`config.mk`:
```
export PLATFORM = sky130hd
export DESIGN_NAME = gshare_index_unit
export DESIGN_NICKNAME = d
export VERILOG_FILES = /design/src/rtl/gshare_index_unit.sv
export SDC_FILE = /design/constraint.sdc
export NUM_CORES = 1
export LEC_CHECK = 0
export BUFFER_PORTS_ARGS = -buffer_cell sky130_fd_sc_hd__buf_2
export CORE_UTILIZATION = 45
export DETAILED_ROUTE_END_ITERATION = 8
export GPL_TIMING_DRIVEN = 0
export HOLD_SLACK_MARGIN = 0.02
export PLACE_DENSITY = 0.64
export SLEW_MARGIN = 10
export SYNTH_ARGS = -nofsm -noshare
export SYNTH_HDL_FRONTEND = slang
export SYNTH_SLANG_ARGS = --single-unit
```
`constraint.sdc`:
```
create_clock -name Clk -period 8.2 [get_ports Clk]
set_input_delay 1.23 -clock Clk [delete_from_list [all_inputs] [get_ports Clk]]
set_output_delay 1.23 -clock Clk [all_outputs]
set_load 0.005 [all_outputs]
```
`src/rtl/gshare_index_unit.sv`:
```
// gshare_index_unit: gshare index formation, in-flight prediction queue, GHR repair and attenuation scheduling
module gshare_index_unit #(
    parameter int COUNTERPW = 6,
    parameter int PCWIDE    = 32,
    parameter int QPW       = 3,
    parameter int ATTPERIOD = 1024
) (
    input  logic                 Clk,
    input  logic                 Rest,
    input  logic                 FetchValid,
    input  logic [PCWIDE-1:0]    FetchPc,
    output logic                 FetchReady,
    output logic [COUNTERPW-1:0] ReadAddr,
    output logic                 ReadAble,
    input  logic [1:0]           DoutCounter,
    output logic                 PredValid,
    output logic                 PredTaken,
    output logic [QPW-1:0]       PredTag,
    input  logic                 ResolveValid,
    input  logic                 ResolveTaken,
    output logic [COUNTERPW-1:0] UpAddr,
    output logic                 UpdateAble,
    output logic                 RightOrFault,
    output logic                 Attenuation,
    output logic                 Mispredict
);
    localparam int QDEPTH = 1 << QPW;
    localparam int AW = $clog2(ATTPERIOD);
    localparam logic [AW-1:0] ATT_LAST = AW'(ATTPERIOD - 1);
    localparam logic [QPW+1:0] Q_LIMIT = (QPW+2)'(QDEPTH);

    logic [COUNTERPW-1:0] ghr, ghr_eff, lk_idx, lk_ghr;
    logic [COUNTERPW-1:0] q_idx [QDEPTH];
    logic [COUNTERPW-1:0] q_ghr [QDEPTH];
    logic                 q_pred [QDEPTH];
    logic [QPW-1:0]       head, tail;
    logic [QPW:0]         count;
    logic                 inflight, pending;
    logic [AW-1:0]        res_cnt;
    logic                 resolve, mispredict, pred_valid, pred_taken;
    logic                 unused_bits;

    assign unused_bits = ^{FetchPc[PCWIDE-1:COUNTERPW+2], FetchPc[1:0], DoutCounter[0]};

    // resolve/mispredict decode, prediction with squash, bypassed index and handshakes
    always_comb begin
        resolve      = Rest & ResolveValid & (count != '0);
        mispredict   = resolve & (ResolveTaken != q_pred[head]);
        pred_valid   = inflight & ~mispredict;
        pred_taken   = pred_valid & DoutCounter[1];
        ghr_eff      = pred_valid ? {ghr[COUNTERPW-2:0], pred_taken} : ghr;
        ReadAddr     = FetchPc[COUNTERPW+1:2] ^ ghr_eff;
        FetchReady   = (((QPW+2)'(count) + (QPW+2)'(inflight)) < Q_LIMIT) & ~mispredict;
        ReadAble     = Rest & FetchValid & FetchReady;
        PredValid    = pred_valid;
        PredTaken    = pred_taken;
        PredTag      = pred_valid ? tail : '0;
        UpdateAble   = resolve;
        UpAddr       = resolve ? q_idx[head] : '0;
        RightOrFault = resolve & ResolveTaken;
        Mispredict   = mispredict;
        Attenuation  = pending & ~resolve;
    end

    // control state: GHR, queue pointers, lookup tracking and attenuation scheduling
    always_ff @(posedge Clk or negedge Rest) begin
        if (!Rest) begin
            ghr      <= '0;
            head     <= '0;
            tail     <= '0;
            count    <= '0;
            inflight <= 1'b0;
            lk_idx   <= '0;
            lk_ghr   <= '0;
            res_cnt  <= '0;
            pending  <= 1'b0;
        end else begin
            inflight <= ReadAble;
            lk_idx   <= ReadAddr;
            lk_ghr   <= ghr_eff;
            if (mispredict) begin
                ghr   <= {q_ghr[head][COUNTERPW-2:0], ResolveTaken};
                head  <= tail;
                count <= '0;
            end else begin
                if (pred_valid) begin
                    ghr  <= {lk_ghr[COUNTERPW-2:0], pred_taken};
                    tail <= tail + QPW'(1);
                end
                if (resolve)
                    head <= head + QPW'(1);
                count <= count + (QPW+1)'(pred_valid) - (QPW+1)'(resolve);
            end
            if (resolve)
                res_cnt <= (res_cnt == ATT_LAST) ? '0 : res_cnt + AW'(1);
            pending <= (resolve && res_cnt == ATT_LAST) | (pending & resolve);
        end
    end

    // queue payload written at the tail with the lookup's index and history
    always_ff @(posedge Clk) begin
        if (pred_valid) begin
            q_idx[tail]  <= lk_idx;
            q_ghr[tail]  <= lk_ghr;
            q_pred[tail] <= pred_taken;
        end
    end
endmodule

```
==> reports/metrics.yaml <==
status:
  run_status: "complete, no violations"
timing:
  hold_violations: 0
  setup_violations: 0
  fin_crit_sh_pct: 62.4
  max_freq_mhz: 195
  fin_crit_ps: 5120
  finClkSkew_ps: 14.8
  relSlewSlack_pct: 31.5
  fin_tns_setup_ps: 0
  final.setup.worst_slack_ps: 3080
  maxSlewViolCount: 0
  worstMarginPinSlew_ps: 1030
  rsz0062_at_grt: "no"
grt:
  grt-ovfl-total: 0
  grt_pass1_vias: 3400
  gr-usage-all-layers_pct: 21.2
  antenna_found_initial: 0
  grt_pass1_wl_um: 19800
  grt_max_degree: 42
logic_synthesis:
  yosys.area.top_type: "edfxtp_1"
  yosysTopAreaCellShare_pct: 49.8
  synth_warnings: 0
  syn-num-nets: 424
  synthArstFlopShare_pct: 28.9
  ys_ff_latch: 135
  synth_seq_area_share_pct: 66.6
  synth_area_leaders: "edfxtp_1, dfrtp_1, mux4_2"
  netlist_instances: 374
  synth_common_cells: "edfxtp_1, dfrtp_1, nand2_1"
  synth.most_common_cell: "edfxtp_1"
  syn-cell-area_um2: 5790
  synthFlopType: "edfxtp_1"
  synth_edf_count: 96
  synth_area_per_cell_um2: 15.5
  synth.distinct_cells: 49
die:
  start_util_pct: 46.1
  core_um2: 12600
  rows: 41
  io_pins: 62
  die_h_um: 115
  die-area_um2: 13300
  die_w_um: 115
routing:
  drc: 0
  wl_met2_um: 6240
  dr_wl_met3_um: 641
  drt_iter0_markers: 330
  dr.pass1.iters: 4
  route.vias.total: 3400
  wl_per_cell_um: 20.5
  drtAntennaViolNets: 0
  vias_per_cell: 5.50
  drt_wl_total_um: 12600
  top_layer: "met4"
  met1_length_um: 5520
job:
  maxCapViolCount: 0
power:
  p_leak_nw: 2.57
  power_density_nw_per_um2: 362
  finalPower_mw: 2.49
  vdd_drop_max_v: 0.000169
cells_and_area:
  fillCellCount: 1003
  area_growth_pct: 18.7
  final_cells: 618
  drive_gt1_share_pct: 27.1
  diodes: 0
  num-nets-final: 483
  final_core_utilization_pct: 54.7
min_path:
  hold_path.class: "reg -> reg"
placed_design:
  dp.cells: 586
  port_buffers: 34
  hpwl_um: 8300
  place.gp.congestion: 0.767
  dpl_worst_slack_ps: 2950
clock_tree:
  post_cts_buffers: 0
  cts_buffer_depth: 2
  numCtsBuffers: 17
  cts_sinks: 135
  path_clk_slew_ps: 60
  cts-htree-levels: 4
  cts_root_buffer: "clkbuf_16"
  cts_tree: "done"
  cts_hold_buf: 0
  clk_latency_ps: 420
  cts_resized: 0
setup_path:
  required_ps: 6970
  startpoint_type: "input port"
  arrival_ps: 3890
  worstSetupPathType: "in -> out"
  worst-path-max-fanout: 41
  cp-end-kind: "output port"
[per-stage QoR]
step	instance area (um2)	hold WS, ps
5_1_grt	6880	490
4_1_cts	6880	469
3_3_place_gp	6180	454
3_5_place_dp	6280	456
6_report	6880	469
2_1_floorplan	5790	438
[cell usage in the layout (no fill, tap or decap), types with 4 or more instances in the layout]
master and n:
edfxtp_1 96, dfrtp_1 39, nand2_1 36, buf_2 35, mux4_2 23, nor2_1 18, clkbuf_16 17, clkbuf_1 13
mux2i_1 12, ha_1 10, xnor2_1 9, nor2b_1 9, nor3_1 8, inv_1 7, xor2_1 7, nor2_2 6
a211oi_1 6, a31oi_1 6, and3_1 5, nor4b_1 5, nand3_1 5, buf_6 4, mux2_2 4, o211ai_2 4
clkinv_4 4, buf_8 4
[critical path, stage by stage]
cell and delay [ps]:
buf_2 750, nand2_1 340, nor3b_1 490, mux2i_4 210
inv_2 120, buf_6 160, buf_4 220, o22ai_1 100
nand2_1 130, buf_2 130
[flip-flops by register name, indices dropped and copies added, names as in the netlist]
name and count:
inflight 1, q_pred 8, head 3, count 4, lk_ghr 5, ghr 6, pending 1, res_cnt 10
q_idx 48, q_ghr 40, tail 3, lk_idx 6
[worst paths after layout]
| kind | start | end | slack [ps] | cells after the start |
|---|---|---|---|---|
| max | Rest | ReadAddr[5] | 3080 | 10 |
| min | res_cnt[8]$_DFFE_PN0N_ | res_cnt[8]$_DFFE_PN0N_ | 470 | 1 |
| max reg2reg | count[2]$_DFF_PN0_ | count[2]$_DFF_PN0_ | 4740 | 12 |
| min reg2reg | res_cnt[8]$_DFFE_PN0N_ | res_cnt[8]$_DFFE_PN0N_ | 470 | 1 |
| max in group asynchronous | Rest | head[2]$_DFFE_PN0P_ | 6570 | 1 |
| min in group asynchronous | Rest | res_cnt[8]$_DFFE_PN0N_ | 980 | 1 |
[cells by family after synthesis]
logic type / synth area share, %
AO/OA/AOI/OAI: 4.58
XOR/XNOR: 2.42
adder cells (fa/ha/maj): 2.50
buffers and inverters: 2.42
flip-flops: 66.6
multiplexers: 12.4
AND/OR/NAND/NOR: 9.11
[cell type report]
class                      instances  area (um2)  area share [%]
clock inverter                    15         170            2.47
tap                              172         215            3.13
sequential                       135        3860            56.1
clock buffer                      17         425            6.18
multi-input combinational        209        1820            26.5
inverter                           9        33.8           0.491
timing repair buffer              40         249            3.62
buffer                            21         106            1.55
[power breakdown]
part / total [mW] / switching (mW) / internal (mW)
sequential: 1.02 / 0.113 / 0.909
combinational: 0.711 / 0.387 / 0.324
clock: 0.760 / 0.306 / 0.455
[layer usage]
metal	vias up	GRT usage (%)
li1	1546	-
met1	1742	28.6
met2	95	32.7
met3	17	4.65
met4	0	10.4
met5	-	0
No activity file was read; power rests on OpenSTA's default activity.
